`config.mk`:
```
export PLATFORM = sky130hd
export DESIGN_NAME = address_calc_ring
export DESIGN_NICKNAME = d
export VERILOG_FILES = /design/src/rtl/address_calc_ring.sv
export SDC_FILE = /design/constraint.sdc
export NUM_CORES = 2
export LEC_CHECK = 0
export BUFFER_PORTS_ARGS = -buffer_cell sky130_fd_sc_hd__buf_4
export CORE_MARGIN = 2
export CORE_UTILIZATION = 65
export CTS_BUF_LIST = sky130_fd_sc_hd__clkbuf_16
export CTS_CLUSTER_DIAMETER = 40
export DETAILED_ROUTE_END_ITERATION = 16
export PLACE_DENSITY = 0.81
export SETUP_SLACK_MARGIN = 0.15
export SYNTH_ARGS = -nofsm -noshare
export SYNTH_HDL_FRONTEND = slang
export SYNTH_SLANG_ARGS = --single-unit
```
`constraint.sdc`:
```
create_clock -name clk -period 8.9 [get_ports clk]
set_clock_uncertainty 0.2 [all_clocks]
set_input_delay 0.445 -clock clk [delete_from_list [all_inputs] [get_ports clk]]
set_output_delay 0.445 -clock clk [all_outputs]
set_load 0.1 [all_outputs]
```
`src/rtl/address_calc_ring.sv`:
```
// Address generator for the convolution datapath: SDRAM frame read/result write
// pointers plus an SRAM row-cache ring and a kernel-trimmed output line pointer.
module address_calc_ring #(
  parameter int ADDR_W = 26,
  parameter int DIM_W  = 13,
  parameter int ROWS   = 3,
  parameter int KERNEL = 3,
  localparam int LINE_W = (ROWS > 1) ? $clog2(ROWS) : 1
) (
  input  logic              clk,
  input  logic              n_rst,
  input  logic              start_flag,
  input  logic [DIM_W-1:0]  image_width,
  input  logic [DIM_W-1:0]  image_height,
  input  logic [ADDR_W-1:0] start_address_sdram,
  input  logic [ADDR_W-1:0] finish_address_sdram,
  input  logic [ADDR_W-1:0] rowCache_address_sram,
  input  logic [ADDR_W-1:0] output_address_sram,
  input  logic              sram_mode,
  input  logic              sdram_mode,
  input  logic              sram_update,
  input  logic              sdram_update,
  output logic [ADDR_W-1:0] sram_address,
  output logic [ADDR_W-1:0] sdram_address,
  output logic [LINE_W-1:0] row_line,
  output logic              row_wrap,
  output logic              read_done,
  output logic              write_done
);

  localparam int TOT_W = 2 * DIM_W;

  localparam logic [DIM_W-1:0]  KERN_D    = DIM_W'(KERNEL);
  localparam logic [DIM_W-1:0]  ONE_D     = DIM_W'(1);
  localparam logic [DIM_W-1:0]  ZERO_D    = DIM_W'(0);
  localparam logic [TOT_W-1:0]  ONE_T     = TOT_W'(1);
  localparam logic [TOT_W-1:0]  ZERO_T    = TOT_W'(0);
  localparam logic [ADDR_W-1:0] ONE_A     = ADDR_W'(1);
  localparam logic [ADDR_W-1:0] ZERO_A    = ADDR_W'(0);
  localparam logic [LINE_W-1:0] LINE_ONE  = LINE_W'(1);
  localparam logic [LINE_W-1:0] LINE_LAST = LINE_W'(ROWS - 1);
  localparam logic [LINE_W-1:0] LINE_ZERO = LINE_W'(0);

  logic [DIM_W-1:0]  width_r;
  logic [ADDR_W-1:0] start_base_r, finish_base_r, rc_base_r, out_base_r;
  logic [TOT_W-1:0]  rd_total_r, wr_total_r;
  logic [ADDR_W-1:0] rd_off_r, wr_off_r;
  logic [TOT_W-1:0]  rd_cnt_r, wr_cnt_r;
  logic              read_done_r, write_done_r;
  logic [DIM_W-1:0]  col_r;
  logic [LINE_W-1:0] line_r;
  logic [ADDR_W-1:0] line_base_r;
  logic              row_wrap_r;
  logic [DIM_W-1:0]  out_col_r;

  logic [TOT_W-1:0]  rd_total_s, wr_total_s;
  logic              col_last_s, line_last_s, out_short_s, out_last_s;

  // Frame totals from the live inputs, latched only on start_flag
  always_comb begin
    rd_total_s = TOT_W'(image_width) * TOT_W'(image_height);
    if ((image_width < KERN_D) || (image_height < KERN_D)) begin
      wr_total_s = ZERO_T;
    end else begin
      wr_total_s = TOT_W'(image_width - KERN_D + ONE_D) * TOT_W'(image_height - KERN_D + ONE_D);
    end
  end

  // Pointer wrap conditions derived from the latched width
  always_comb begin
    col_last_s  = (col_r == (width_r - ONE_D));
    line_last_s = (line_r == LINE_LAST);
    out_short_s = (width_r < KERN_D);
    out_last_s  = (out_col_r == (width_r - KERN_D));
  end

  // Configuration and totals captured at frame start
  always_ff @(posedge clk or negedge n_rst) begin
    if (!n_rst) begin
      width_r       <= ZERO_D;
      start_base_r  <= ZERO_A;
      finish_base_r <= ZERO_A;
      rc_base_r     <= ZERO_A;
      out_base_r    <= ZERO_A;
      rd_total_r    <= ZERO_T;
      wr_total_r    <= ZERO_T;
    end else if (start_flag) begin
      width_r       <= image_width;
      start_base_r  <= start_address_sdram;
      finish_base_r <= finish_address_sdram;
      rc_base_r     <= rowCache_address_sram;
      out_base_r    <= output_address_sram;
      rd_total_r    <= rd_total_s;
      wr_total_r    <= wr_total_s;
    end
  end

  // SDRAM frame read pointer; freezes once the whole frame has been read
  always_ff @(posedge clk or negedge n_rst) begin
    if (!n_rst) begin
      rd_off_r    <= ZERO_A;
      rd_cnt_r    <= ZERO_T;
      read_done_r <= 1'b0;
    end else if (start_flag) begin
      rd_off_r    <= ZERO_A;
      rd_cnt_r    <= ZERO_T;
      read_done_r <= (rd_total_s == ZERO_T);
    end else if (sdram_update && sdram_mode && !read_done_r) begin
      rd_off_r    <= rd_off_r + ONE_A;
      rd_cnt_r    <= rd_cnt_r + ONE_T;
      read_done_r <= ((rd_cnt_r + ONE_T) == rd_total_r);
    end
  end

  // SDRAM result write pointer; freezes once every output pixel is written
  always_ff @(posedge clk or negedge n_rst) begin
    if (!n_rst) begin
      wr_off_r     <= ZERO_A;
      wr_cnt_r     <= ZERO_T;
      write_done_r <= 1'b0;
    end else if (start_flag) begin
      wr_off_r     <= ZERO_A;
      wr_cnt_r     <= ZERO_T;
      write_done_r <= (wr_total_s == ZERO_T);
    end else if (sdram_update && !sdram_mode && !write_done_r) begin
      wr_off_r     <= wr_off_r + ONE_A;
      wr_cnt_r     <= wr_cnt_r + ONE_T;
      write_done_r <= ((wr_cnt_r + ONE_T) == wr_total_r);
    end
  end

  // Row-cache ring: line_base accumulates width so no multiplier is needed
  always_ff @(posedge clk or negedge n_rst) begin
    if (!n_rst) begin
      col_r       <= ZERO_D;
      line_r      <= LINE_ZERO;
      line_base_r <= ZERO_A;
      row_wrap_r  <= 1'b0;
    end else if (start_flag) begin
      col_r       <= ZERO_D;
      line_r      <= LINE_ZERO;
      line_base_r <= ZERO_A;
      row_wrap_r  <= 1'b0;
    end else begin
      row_wrap_r <= 1'b0;
      if (sram_update && sram_mode) begin
        if (col_last_s) begin
          col_r      <= ZERO_D;
          row_wrap_r <= 1'b1;
          if (line_last_s) begin
            line_r      <= LINE_ZERO;
            line_base_r <= ZERO_A;
          end else begin
            line_r      <= line_r + LINE_ONE;
            line_base_r <= line_base_r + ADDR_W'(width_r);
          end
        end else begin
          col_r <= col_r + ONE_D;
        end
      end
    end
  end

  // Output line pointer over the kernel-trimmed width
  always_ff @(posedge clk or negedge n_rst) begin
    if (!n_rst) begin
      out_col_r <= ZERO_D;
    end else if (start_flag) begin
      out_col_r <= ZERO_D;
    end else if (sram_update && !sram_mode) begin
      if (out_short_s || out_last_s) begin
        out_col_r <= ZERO_D;
      end else begin
        out_col_r <= out_col_r + ONE_D;
      end
    end
  end

  // Mode-selected address outputs, combinational so mode switches act at once
  always_comb begin
    if (sram_mode) begin
      sram_address = rc_base_r + line_base_r + ADDR_W'(col_r);
    end else begin
      sram_address = out_base_r + ADDR_W'(out_col_r);
    end
    if (sdram_mode) begin
      sdram_address = start_base_r + rd_off_r;
    end else begin
      sdram_address = finish_base_r + wr_off_r;
    end
  end

  assign row_line   = line_r;
  assign row_wrap   = row_wrap_r;
  assign read_done  = read_done_r;
  assign write_done = write_done_r;

endmodule

```
==> metrics.cfg <==
[placement]
port-buffer-count = 193
dp_hpwl_mm = 68.23
routabilityCongestion = 0.9746
dp.cells = 4805

[job]
maxCapViolCount = 0

[sta]
hold_viol = 0
min_period_ps = 8266
rsz0062_at_grt = no
slew_headroom_pct = 27.89
worst_slew_pin_slew_ps = 1082
fmax_ghz = 0.1210
finalCritPeriodShare_pct = 92.88
slew_violations = 0
setup_viol = 0

[hold_path]
whs_path_depth = 2
min-delay-path-class = in2reg

[synthesis]
yosys.area.top_type = dfrtp_1
synth_warnings = 0
syn_nets = 4737
syn_inst = 3998
yosysSeqAreaShare_pct = 23.07
ys_top_cells_by_count = inv_1 (435), nand2_1 (430), fa_1 (332)
synthTopCellsByArea = dfrtp_1 (23%), fa_1 (19%), ha_1 (9.4%)
avgSynthCellArea_um2 = 8.952
synth_seq_cells = 330
syn-cell-area_um2 = 35790
async_reset_ff_share_pct = 100.0
synth.top_cell.area_share_pct = 23.07
synth_cell_types = 74
synthMostInstantiatedCell = inv_1
synth_ff_type = dfrtp_1
synth_edf_count = 0

[route]
vias_per_cell = 5.940
route.vias.total = 29660
wl_per_cell_um = 18.79
wl_mm = 93.79
drcViolationCount = 0
drtIter0Drc = 2142
dr.pass1.iters = 6
ant_nets = 0

[critical_path]
start_kind = input port
cp_max_fo = 23
cp.arrival_ps = 8520
cp_common_cell = fa_1
worst-setup-path-type = in2reg
worst_path_max_delay_cell = fa_1
end_kind = flip-flop
reg2regPathDepth = 11
cp.required_ps = 9160
critPathMaxStageDelay_ps = 540

[outcome]
outcome = complete, no violations

[grt]
grt-ovfl-total = 0
grt_pass1_wl_mm = 153.8
antenna_found_initial = 1
grt_usage_pct = 33.54
grt_pass1_vias = 29990
grt_max_degree = 122

[power]
vdd_drop_max_mv = 0.3986
p_leak_uw = 0.01933
power_density_nw_per_um2 = 257.2
p_total_uw = 10480

[clock_network]
path_clk_slew_ps = 60
clock_latency_ps = 600
cts_sinks = 330
htree_levels = 2
clock_path_buffers = 3
cts_tree = yes
cts_made_buffers = 44
cts-root-buf = clkbuf_16

[cells_and_area]
syn2layout_area_growth_pct = 13.82
final_nets = 4993
drive_gt1_share_pct = 11.92
fin_cells = 4993
fill_cells = 3900

[floorplanning]
die_area_um2 = 56960
die_x_um = 238.7
die_h_um = 238.7
ioPinCount = 194
num_rows = 86
initial_core_util_pct = 65.35
core_area_um2 = 54770

[cells in the final DEF (no fill, tap or decap), drive strengths merged, types with 33 or more instances in the layout]
cell type	count
xnor2	221
and2	119
fa	332
ha	270
a21o	56
nand2b	33
nor2	290
or3	56
nor3	67
nand2	430
nand3	95
mux2	143
o21a	33
dlygate4sd3	105
dfrtp	330
buf	262
and3	51
xor2	161
a21oi	165
inv	454
nand4	42
clkbuf	44
o21ai	205
[area by class of cell]
type	instances	area [µm²]	area share [%]
diodes	1	2.502	0.006143
clock buffers	44	1101	2.703
clock inverters	36	427.9	1.050
inverters	436	1637	4.018
multi-input cells	3075	25380	62.31
flip-flops and latches	330	8258	20.27
well taps	704	880.8	2.162
repair buffers	367	3045	7.476
[registers in the layout, indices dropped and copies added (netlist names), 26 cells and up]
signal / count
finish_base_r: 26
line_base_r: 26
out_base_r: 26
rc_base_r: 26
rd_cnt_r: 26
rd_off_r: 26
rd_total_r: 26
start_base_r: 26
wr_cnt_r: 26
wr_off_r: 26
wr_total_r: 26
[metrics by stage]
| step | setup WS [ps] | utilization [%] | hold WS [ps] | TNS [ps] | cell area, µm² |
|---|---|---|---|---|---|
| 2_1_floorplan | 171.3 | - | -50.59 | 0 | 35810 |
| 3_3_place_gp | 141.9 | 69.57 | 288.5 | 0 | 38100 |
| 3_5_place_dp | -105.5 | 69.57 | 292.6 | -176.6 | 38100 |
| 4_1_cts | 470.3 | 74.28 | 85.55 | 0 | 40680 |
| 5_1_grt | 138.0 | 74.38 | 127.9 | 0 | 40740 |
| 6_report | 633.8 | 74.38 | 107.0 | 0 | 40740 |
[worst max-delay path: cells and delay by family]
family                   cells  cell delay [ps]
AO/OA/AOI/OAI                7             1680
XOR/XNOR                     2              660
adder cells (fa/ha/maj)      8             3340
buffers and inverters        5              480
multiplexers                 1              290
AND/OR/NAND/NOR              7             1620
[cells by family after synthesis]
family / count (synthesis) / synth area share, %
buffers and inverters: 593 / 6.219
DFF: 330 / 23.07
xor gates and xnor gates: 383 / 9.411
adders and majority gates: 602 / 28.01
muxes: 157 / 4.891
AOI/OAI and AO/OA: 643 / 11.22
and+or+nand+nor: 1290 / 17.18
[path summary, 6_finish.rpt]
path	end	startpoint	slack, ps
min in group asynchronous	start_base_r[12]	n_rst	330
hold / removal	row_line[1]	start_flag	110
setup / recovery	wr_total_r[24]	image_height[2]	630
max in group asynchronous	rd_cnt_r[22]	n_rst	6560
hold reg to reg	wr_total_r[6]	wr_total_r[6]	310
setup reg to reg	line_base_r[20]	width_r[3]	4670
[power breakdown]
group          total, µW  switching (µW)  internal [µW]
logic               6750            3840           2910
registers           1870             164           1700
clock network       1860             774           1080
total              10500            4780           5700
[per-layer routing]
metal	vias up	share of wire, %	global-route usage (%)
met4	0	4.4	13.75
met2	1153	47	55.14
li1	13840	-	-
met5	-	0	0
met1	14390	42	44.63
met3	268	6.9	5.139
[repair_timing]
action,in CTS,in global routing
hold buffers,105,0
resized for setup,0,5
hold endpoints to repair,222,0
endpoints found under the setup margin,0,3
buffers inserted,0,2
(Power assumes the default switching activity.)
